`config.mk`:
```
export PLATFORM = sky130hd
export DESIGN_NAME = puf_challenge_sequencer_flat
export DESIGN_NICKNAME = d
export VERILOG_FILES = /design/src/rtl/puf_challenge_sequencer_if.sv /design/src/rtl/puf_challenge_sequencer.sv /design/src/flat_wrapper.sv
export SDC_FILE = /design/constraint.sdc
export NUM_CORES = 1
export LEC_CHECK = 0
export BUFFER_PORTS_ARGS = -buffer_cell sky130_fd_sc_hd__buf_2
export CAP_MARGIN = 10
export CORE_MARGIN = 2
export CORE_UTILIZATION = 45
export DETAILED_ROUTE_END_ITERATION = 8
export GPL_ROUTABILITY_DRIVEN = 0
export GPL_TIMING_DRIVEN = 0
export PLACE_DENSITY = 0.76
export SLEW_MARGIN = 25
export SYNTH_ARGS = -nofsm -noshare
export SYNTH_HDL_FRONTEND = slang
export SYNTH_SLANG_ARGS = --single-unit
```
`constraint.sdc`:
```
create_clock -name clk -period 5.6 [get_ports clk]
set_input_delay 1.12 -clock clk [delete_from_list [all_inputs] [get_ports clk]]
set_output_delay 1.12 -clock clk [all_outputs]
set_load 0.02 [all_outputs]
```
`src/rtl/puf_challenge_sequencer_if.sv`:
```
// puf_challenge_sequencer_if
//   Record stream from the challenge sequencer to the host-side collector.
//   A record transfers on a clock edge where resp_valid and resp_ready are
//   both high.
//
// Signals:
//   resp_valid  1   record available (driven by master)
//   resp_ready  1   collector accepts the record (driven by slave)
//   resp_data   16  {challenge[7:0], response[7:0]} (driven by master)
interface puf_challenge_sequencer_if;
  logic        resp_valid;
  logic        resp_ready;
  logic [15:0] resp_data;

  modport master (
    output resp_valid,
    output resp_data,
    input  resp_ready
  );

  modport slave (
    input  resp_valid,
    input  resp_data,
    output resp_ready
  );
endinterface

```
`src/rtl/puf_challenge_sequencer.sv`:
```
// puf_challenge_sequencer
//   Drives a parallel RO-PUF array. For each challenge of a run it holds the
//   PUF in reset for RST_CYCLES cycles, releases it, waits for the all-done
//   flag (bounded by TIMEOUT), captures the 8-bit response and emits a
//   {challenge, response} record over a valid/ready handshake.
//
// Optional feature (macro PUF_MAJORITY_EN):
//   Each challenge is evaluated three times and the emitted response is the
//   bitwise majority of the three captures. A timed-out evaluation
//   contributes 8'h00. Without the macro only one evaluation is done and no
//   extra response storage exists.
//
// Ports:
//   clk            in   1   system clock
//   reset          in   1   asynchronous, active-high reset
//   start          in   1   one-cycle pulse, begins a run when idle
//   start_chal     in   8   first challenge of the run
//   puf_challenge  out  8   challenge applied to the PUF array
//   puf_reset      out  1   reset to the PUF counters and arbiters
//   puf_done       in   1   all-done from the PUF array
//   puf_response   in   8   response bits from the PUF array
//   resp           master modport: resp_valid / resp_ready / resp_data
//   busy           out  1   high from accepted start until back in IDLE
//   timeout_err    out  1   sticky done-timeout flag, cleared by next start
module puf_challenge_sequencer #(
  parameter int unsigned          NUM_CHAL   = 16,
  parameter int unsigned          RST_CYCLES = 4,
  parameter int unsigned          TIMEOUT_W  = 24,
  parameter logic [TIMEOUT_W-1:0] TIMEOUT    = 24'hFFFFFF
) (
  input  logic                             clk,
  input  logic                             reset,
  input  logic                             start,
  input  logic [7:0]                       start_chal,
  output logic [7:0]                       puf_challenge,
  output logic                             puf_reset,
  input  logic                             puf_done,
  input  logic [7:0]                       puf_response,
  puf_challenge_sequencer_if.master        resp,
  output logic                             busy,
  output logic                             timeout_err
);

  localparam int unsigned          RST_W    = (RST_CYCLES > 1) ? $clog2(RST_CYCLES) : 1;
  localparam logic [RST_W-1:0]     RST_LAST = RST_W'(RST_CYCLES - 1);
  localparam logic [8:0]           CHAL_LAST = 9'(NUM_CHAL - 1);
  localparam logic [TIMEOUT_W-1:0] TMO_LAST = TIMEOUT - 1'b1;

  typedef enum logic [2:0] {
    S_IDLE,
    S_RST,
    S_WAIT,
    S_CAP,
    S_OUT
  } state_t;

  state_t               state;
  logic [8:0]           chal_cnt;
  logic [RST_W-1:0]     rst_cnt;
  logic [TIMEOUT_W-1:0] tmo_cnt;
  logic                 timed_out;
  logic                 resp_valid_q;
  logic [15:0]          resp_data_q;
  logic [7:0]           cap_resp;

`ifdef PUF_MAJORITY_EN
  logic [1:0] eval_cnt;
  logic [7:0] resp_a;
  logic [7:0] resp_b;

  function automatic logic [7:0] majority3(input logic [7:0] a, input logic [7:0] b,
                                           input logic [7:0] c);
    return (a & b) | (a & c) | (b & c);
  endfunction
`endif

  // A timed-out evaluation contributes an all-zero response.
  assign cap_resp = timed_out ? 8'h00 : puf_response;

  assign resp.resp_valid = resp_valid_q;
  assign resp.resp_data  = resp_data_q;

  // Sequencer FSM. The PUF response is sampled in CAP, one cycle after done
  // is seen, so the arbiter outputs have settled. puf_challenge only moves on
  // the edge entering RST, so it never changes while the PUF is running.
  always_ff @(posedge clk or posedge reset) begin
    if (reset) begin
      state         <= S_IDLE;
      puf_challenge <= 8'h00;
      puf_reset     <= 1'b1;
      resp_valid_q  <= 1'b0;
      resp_data_q   <= 16'h0000;
      busy          <= 1'b0;
      timeout_err   <= 1'b0;
      chal_cnt      <= 9'd0;
      rst_cnt       <= '0;
      tmo_cnt       <= '0;
      timed_out     <= 1'b0;
`ifdef PUF_MAJORITY_EN
      eval_cnt      <= 2'd0;
      resp_a        <= 8'h00;
      resp_b        <= 8'h00;
`endif
    end else begin
      case (state)
        S_IDLE: begin
          puf_reset <= 1'b1;
          if (start) begin
            puf_challenge <= start_chal;
            chal_cnt      <= 9'd0;
            timeout_err   <= 1'b0;
            busy          <= 1'b1;
            rst_cnt       <= '0;
`ifdef PUF_MAJORITY_EN
            eval_cnt      <= 2'd0;
`endif
            state         <= S_RST;
          end
        end

        S_RST: begin
          if (rst_cnt == RST_LAST) begin
            puf_reset <= 1'b0;
            tmo_cnt   <= '0;
            timed_out <= 1'b0;
            state     <= S_WAIT;
          end else begin
            rst_cnt <= rst_cnt + 1'b1;
          end
        end

        S_WAIT: begin
          if (puf_done) begin
            state <= S_CAP;
          end else if (tmo_cnt == TMO_LAST) begin
            timeout_err <= 1'b1;
            timed_out   <= 1'b1;
            state       <= S_CAP;
          end else begin
            tmo_cnt <= tmo_cnt + 1'b1;
          end
        end

        S_CAP: begin
`ifdef PUF_MAJORITY_EN
          // First two evaluations are stored and the PUF is re-run on the
          // same challenge; the third produces the record.
          if (eval_cnt == 2'd2) begin
            resp_data_q  <= {puf_challenge, majority3(resp_a, resp_b, cap_resp)};
            resp_valid_q <= 1'b1;
            eval_cnt     <= 2'd0;
            state        <= S_OUT;
          end else begin
            if (eval_cnt == 2'd0) begin
              resp_a <= cap_resp;
            end else begin
              resp_b <= cap_resp;
            end
            eval_cnt  <= eval_cnt + 2'd1;
            puf_reset <= 1'b1;
            rst_cnt   <= '0;
            state     <= S_RST;
          end
`else
          resp_data_q  <= {puf_challenge, cap_resp};
          resp_valid_q <= 1'b1;
          state        <= S_OUT;
`endif
        end

        S_OUT: begin
          if (resp_valid_q && resp.resp_ready) begin
            resp_valid_q <= 1'b0;
            puf_reset    <= 1'b1;
            if (chal_cnt == CHAL_LAST) begin
              busy  <= 1'b0;
              state <= S_IDLE;
            end else begin
              chal_cnt      <= chal_cnt + 9'd1;
              puf_challenge <= puf_challenge + 8'd1;
              rst_cnt       <= '0;
              state         <= S_RST;
            end
          end
        end

        default: begin
          state     <= S_IDLE;
          puf_reset <= 1'b1;
          busy      <= 1'b0;
        end
      endcase
    end
  end

endmodule

```
`src/flat_wrapper.sv`:
```
// flat-port wrapper written by rule: the top's interface ports become plain ports
module puf_challenge_sequencer_flat 
#(
  parameter int unsigned          NUM_CHAL   = 16,
  parameter int unsigned          RST_CYCLES = 4,
  parameter int unsigned          TIMEOUT_W  = 24,
  parameter logic [TIMEOUT_W-1:0] TIMEOUT    = 24'hFFFFFF
)
  (clk, reset, start, start_chal, puf_challenge, puf_reset, puf_done, puf_response, busy, timeout_err, resp_resp_valid, resp_resp_data, resp_resp_ready);
  puf_challenge_sequencer_if resp_i ();
  input  logic clk;
  input  logic reset;
  input  logic start;
  input  logic [7:0] start_chal;
  output logic [7:0] puf_challenge;
  output logic puf_reset;
  input  logic puf_done;
  input  logic [7:0] puf_response;
  output logic busy;
  output logic timeout_err;
  output wire logic [$bits(resp_i.resp_valid)-1:0] resp_resp_valid;
  output wire logic [$bits(resp_i.resp_data)-1:0] resp_resp_data;
  input wire logic [$bits(resp_i.resp_ready)-1:0] resp_resp_ready;
  assign resp_resp_valid = resp_i.resp_valid;
  assign resp_resp_data = resp_i.resp_data;
  assign resp_i.resp_ready = resp_resp_ready;
  puf_challenge_sequencer #(.NUM_CHAL(NUM_CHAL), .RST_CYCLES(RST_CYCLES), .TIMEOUT_W(TIMEOUT_W), .TIMEOUT(TIMEOUT)) u_core (.clk(clk), .reset(reset), .start(start), .start_chal(start_chal), .puf_challenge(puf_challenge), .puf_reset(puf_reset), .puf_done(puf_done), .puf_response(puf_response), .resp(resp_i), .busy(busy), .timeout_err(timeout_err));
endmodule
```
==> results of run 1 <==
## power by group
part | switching [W] | internal (W) | leakage (nW)
sequential | 0.000113 | 0.000614 | 0.861
clock | 0.000199 | 0.000218 | 0.102
combinational | 0.000447 | 0.000245 | 0.876
## cell usage after synthesis (3+ instances only)
cell type / count
dfrtp_1: 66
and2_1: 4
or3_1: 6
nor3_1: 5
nand3b_1: 4
mux2_2: 7
buf_4: 3
or2_2: 5
o211ai_1: 9
nand4_1: 8
o21ai_0: 34
a21oi_1: 22
and3_1: 6
a31oi_1: 8
nor4_1: 4
o31ai_1: 16
nor2_1: 11
nand2_1: 52
ha_1: 5
inv_1: 9
o311ai_0: 4
nand2b_1: 14
nor2b_1: 3
a21o_1: 3
nand3_1: 21
clkbuf_1: 10
## worst min-delay path, cell delays in order (launching register included)
cell     delay [ns]
dfrtp_1        0.34
nand2_1        0.04
o21ai_0        0.06
## final cells by class
class	count	area [um2]
plain buffers	16	75.1
flip-flops and latches	67	1680
fillers	682	3540
multi-input cells	292	1840
well taps	102	128
inverters	9	36.3
clock buffers	10	138
clock inverters	6	65.1
repair buffers	49	260
## worst max-delay path by stage
stage | depth (start not counted) | slack [ns] | from | end
floorplan | 1 | 2.80 | reset | u_core.busy
global placement | 2 | 1.93 | reset | u_core.chal_cnt[7]
detailed placement | 7 | 2.92 | puf_done | u_core.tmo_cnt[10]
CTS | 7 | 3.28 | puf_done | u_core.tmo_cnt[10]
global route | 7 | 3.12 | puf_done | u_core.tmo_cnt[10]
finish | 7 | 3.20 | puf_done | u_core.tmo_cnt[10]
## cell families after synthesis
group / count (synthesis) / synth area share
AND/OR/NAND/NOR: 163 / 0.254
buffers and inverters: 25 / 0.0300
AO/OA/AOI/OAI: 115 / 0.209
multiplexers: 9 / 0.0272
adder cells (fa/ha/maj): 5 / 0.0172
flip-flops: 67 / 0.462
## per-layer routing
| layer | vias to the layer above | global-route usage | share of wire |
|---|---|---|---|
| li1 | 1558 | - | - |
| met1 | 1551 | 0.293 | 0.47 |
| met2 | 104 | 0.318 | 0.46 |
| met3 | 15 | 0.0433 | 0.055 |
| met4 | 0 | 0.0773 | 0.016 |
| met5 | - | 0 | 0 |
## through the flow
| stage | cell area (um2) | setup WS, ns | power (W) | utilization | hold slack [ns] |
|---|---|---|---|---|---|
| 5_1_grt | 4220 | 3.12 | 0.00195 | 0.544 | 0.519 |
| 6_report | 4220 | 3.20 | 0.00183 | 0.544 | 0.478 |
| 3_5_place_dp | 4020 | 2.92 | 0.00142 | 0.518 | 0.466 |
| 4_1_cts | 4220 | 3.28 | 0.00184 | 0.544 | 0.483 |
| 2_1_floorplan | 3630 | 2.80 | 0.00119 | - | 0.457 |
| 3_3_place_gp | 4000 | 1.93 | 0.00139 | 0.515 | 0.458 |
## placed cells by master (no fill, tap or decap), types with 3 or more instances in the layout
master,netlist,final
buf_2,2,50
nand3b_1,4,4
o21ai_0,34,34
clkbuf_1,10,10
and3_1,6,6
nor2b_1,3,3
nor2_1,11,11
mux2_2,7,7
or2_2,5,5
or3_1,6,6
clkbuf_8,0,10
o211ai_1,9,9
nand4_1,8,8
nor3_1,5,5
ha_1,5,5
a31oi_1,8,8
buf_4,3,3
o31ai_1,16,16
nand3_1,21,21
inv_1,9,8
a21oi_1,22,22
nand2b_1,14,14
and2_1,4,4
nor4_1,4,4
dfrtp_1,66,66
o311ai_0,4,4
nand2_1,52,52
a21o_1,3,3
## flip-flops by register name, indices dropped and copies added, names as in the netlist
| signal | flops |
|---|---|
| u_core.timed_out | 1 |
| u_core.timeout_err | 1 |
| u_core.tmo_cnt | 24 |
| u_core.busy | 1 |
| u_core.puf_challenge | 8 |
| u_core.state | 3 |
| u_core.rst_cnt | 2 |
| u_core.resp.resp_data | 16 |
| u_core.chal_cnt | 9 |
| u_core.resp.resp_valid | 1 |
| u_core.puf_reset | 1 |
==> impl_results.md, run 1 <==
- RSZ-0062 raised after global routing: false
- CTS tree: built
- Worst Path Arrival: 2.63 ns
- DR WL/cell: 15.7 um
- DIE HEIGHT: 93.8 um
- CTS clock-pin slew for the worst setup and hold paths: 0.08 ns
- Register-to-Register Setup Slack: 3.33 ns
- Fmax: 417 MHz
- Die Span X: 93.8 um
- CP peak stage delay: 0.40 ns
- Final min period: 2.40 ns
- Drt first pass iters: 5
- Top FF cell, synth: dfrtp_1
- Status: finished, final reports clean
- Largest net degree at the start of global routing: 38
- Grt total ovfl: 0
- Non-filler cells, final: 551
- Path category of the worst min-delay check: reg -> reg
- FFs w/ async S/R, synth: 1.00
- Vias in the first global route: 3036
- Hold wc startpoint: u_core.resp.resp_data[1]
- Warnings, synthesis: 0
- H-tree Lvls: 3
- Register area share after synthesis: 0.462
- Dominant cells by area after synthesis: dfrtp_1 (45%), nand2_1 (5.4%), o21ai_0 (4.7%)
- Mapped cell area: 3630 um2
- Post-synth EDFFs: 0
- Setup-failing EPs final: 0
- Area grow syn2layout: 16.3%
- Worst vdd ir: 176 uV
- Worst-margin pin slew: 0.784 ns
- Antenna Nets Post-Route: 0
- CP top delay family: compound AO/OA/AOI/OAI gates
- Worst slew margin: 0.475
- CP Cell Sequence: buf_2 -> or3b_1 -> a21oi_1 -> nand2_1 -> buf_2 -> o311ai_0 -> o31ai_1
- Crit path top cell by count: buf_2
- Sum of buffers and inverters on the critical path: 2
- Setup TNS: 0 ns
- Worst-Skew Late Latency: 0.36 ns
- Top cell type's share of synthesized area: 0.455
- Min-Delay Endpoint: u_core.resp.resp_data[1]
- Worst R2R Start: u_core.state[2]
- WL final: 8.63 mm
- Cell row count: 32
- CP max-delay cell: a21oi_1
- Final Hold Vio Count: 0
- Mean Syn Cell Area: 9.46 um2
- Clock Sinks: 67
- First-pass GRT wire length: 14.6 mm
- Via count: 3228
- Drt initial violations: 177
- PostCTS Resize Cnt: 0
- Lkg Pwr: 1.84 nW
- Antenna diodes: 0
- Hold Path Depth: 2
- Yosys top cell by area: dfrtp_1
- Dpl cells: 535
- Total Routing Usage GR: 0.209
- Synth Net Count: 410
- Post-Syn Instances: 384
- Post-CTS Repair Setup Buffers: 0
- Critical path fanouts, max: 10
- Core ar.: 7770 um2
- FF-to-FF End: u_core.puf_challenge[7]
- Critical Path RT: 5.83 ns
- Longest Clk Path Bufs: 2
- Dpl hpwl: 5.99 mm
- Share of cells above drive strength 1: 0.216
- # nets final: 470
- Drc violations: 0
- CP startpoint kind: input pin
- Cell Pwr Density: 434 nW/um2
- Die Area: 8800 um2
- Cts hold-fix bufs: 0
- Max Cap Viol: 0
- IO buf count: 48
- Worst r2r path cells: 6
- Clock skew: 0.0119 ns
- Initial antenna violation count: 0
- Post-synth cell types: 60
- CP endpoint kind: flop
- Worst setup path category: in -> reg
- CTS Buf Count: 9
- Clock root cell: clkbuf_8
- Final Slew Violations: 0
- Fin crit share: 0.428
- Initial Util: 0.467
- DR vias/cell: 5.86
- FF+latch count, synth: 67
- I/O Pins: 49
(Power assumes the default switching activity.)
==> run 2, diff against run 1 <==
Settings changed: PLACE_DENSITY 0.76 to 0.78.
Clock period 5.6 ns to 2.06 ns, I/O delays scaled along.
==> impl_results.md, run 2 (synthesized netlist as in run 1, its figures left out) <==
- CP Cell Sequence: inv_2 -> ha_1 -> nand4_1 -> or4_4 -> nand3_4 -> nor4_1 -> a211o_1
- Final Hold Vio Count: 0
- Worst-Skew Late Latency: 0.35 ns
- H-tree Lvls: 3
- DR vias/cell: 5.93
- Vias in the first global route: 3125
- Largest net degree at the start of global routing: 29
- Grt total ovfl: 0
- Antenna Nets Post-Route: 0
- Drt first pass iters: 5
- Max FFs per register: 24
- WL final: 8.93 mm
- Fin Hold WS: 0.0486 ns
- CTS Buf Count: 9
- Worst Setup SP: u_core.tmo_cnt[0]
- Worst Path Arrival: 2.24 ns
- Initial Util: 0.467
- Worst r2r path cells: 7
- CP max-delay cell: or4_4
- Core ar.: 7770 um2
- Drt initial violations: 210
- Antenna diodes: 0
- CTS clock-pin slew for the worst setup and hold paths: 0.07 ns
- Longest Clk Path Bufs: 2
- Max Cap Viol: 0
- CP endpoint kind: flop
- Top reg by flops: u_core.tmo_cnt
- Critical Path RT: 2.29 ns
- Worst setup path category: reg -> reg
- CP peak stage delay: 0.52 ns
- Fmax: 497 MHz
- Most frequent cells in the layout: dfrtp_1 (65), buf_2 (51), nand2_1 (51)
- Share of cells above drive strength 1: 0.257
- First-pass GRT wire length: 14.8 mm
- Via count: 3328
- Critical path fanouts, max: 6
- Total Routing Usage GR: 0.209
- Dpl cells: 536
- Lkg Pwr: 1.92 nW
- I/O Pins: 49
- # nets final: 480
- Setup-failing EPs final: 0
- Final min period: 2.01 ns
- Die Span X: 93.8 um
- DIE HEIGHT: 93.8 um
- Area grow syn2layout: 19.9%
- IO buf count: 48
- Die Area: 8800 um2
- Status: finished, final reports clean
- Fillers: 696
- RSZ-0062 raised after global routing: true
- Final Slew Violations: 0
- Worst vdd ir: 437 uV
- Fin crit share: 0.976
- Dpl hpwl: 6.04 mm
- Cell row count: 32
- Register-to-Register Setup Slack: 0.05 ns
- Cts hold-fix bufs: 0
- DR WL/cell: 15.9 um
- Path category of the worst min-delay check: in -> async
- Setup TNS: 0 ns
- Worst-margin pin slew: 0.545 ns
- CP startpoint kind: flop
- Worst R2R Start: u_core.tmo_cnt[0]
- Initial antenna violation count: 0
- Non-filler cells, final: 561
- Commonest non-fill, non-tap cell in the layout: dfrtp_1
- Clock Sinks: 67
- Drc violations: 0
- CTS tree: built
- Worst slew margin: 0.635
- Clock skew: 0.0117 ns
- Clock root cell: clkbuf_8
- Cell Pwr Density: 1140 nW/um2
-- run 2: worst paths after layout --
check                                                 to
worst max-delay path                  u_core.tmo_cnt[18]
worst min-delay path                  u_core.tmo_cnt[19]
worst max register to register        u_core.tmo_cnt[18]
worst min register to register  u_core.resp.resp_data[5]
max in group asynchronous       u_core.resp.resp_data[2]
min in group clk                 u_core.puf_challenge[1]
-- run 2: worst max-delay path: cells and delay by family (launching register included) --
family	cells	cell delay [ns]
buffers and inverters	1	0.12
AND/OR/NAND/NOR	4	0.94
flip-flops	1	0.41
AO/OA/AOI/OAI	1	0.27
adder cells (fa/ha/maj)	1	0.17
-- run 2: what timing repair did --
item / CTS / global route
buffers inserted: 1 / 9
endpoints found under the setup margin: 29 / 31
pin swaps: 2 / 6
resized for setup: 7 / 10
-- run 2: area by class of cell --
class	instances	area [um2]	share of cell area
Multi-Input combinational cell	292	1890	0.434
Sequential cell	67	1680	0.386
Timing Repair Buffer	60	355	0.0816
Tap cell	102	128	0.0293
Clock buffer	9	124	0.0284
Buffer	15	81.3	0.0187
Clock inverter	7	58.8	0.0135
Inverter	9	37.5	0.00862
-- run 2: per-layer routing --
layer  GRT usage  wire length, um  vias to the layer above
met5           0                0                        -
met4      0.0652              121                        0
met3      0.0321              446                       11
met2       0.325             4200                       99
met1       0.300             4170                     1648
li1            -                -                     1570
-- run 2: stage by stage --
| step | worst slack [ns] | total power [W] | area [um2] | utilization |
|---|---|---|---|---|
| 2_1_floorplan | 0.118 | 0.00324 | 3630 | - |
| 3_3_place_gp | -0.0852 | 0.00378 | 4000 | 0.515 |
| 3_5_place_dp | -0.123 | 0.00386 | 4040 | 0.520 |
| 4_1_cts | 0.0138 | 0.00493 | 4260 | 0.548 |
| 5_1_grt | -0.0396 | 0.00531 | 4350 | 0.561 |
| 6_report | 0.0491 | 0.00499 | 4350 | 0.561 |
-- run 2: power breakdown --
group          internal (W)  switching [W]
logic              0.000718        0.00124
clock network      0.000453       0.000575
registers           0.00167       0.000332
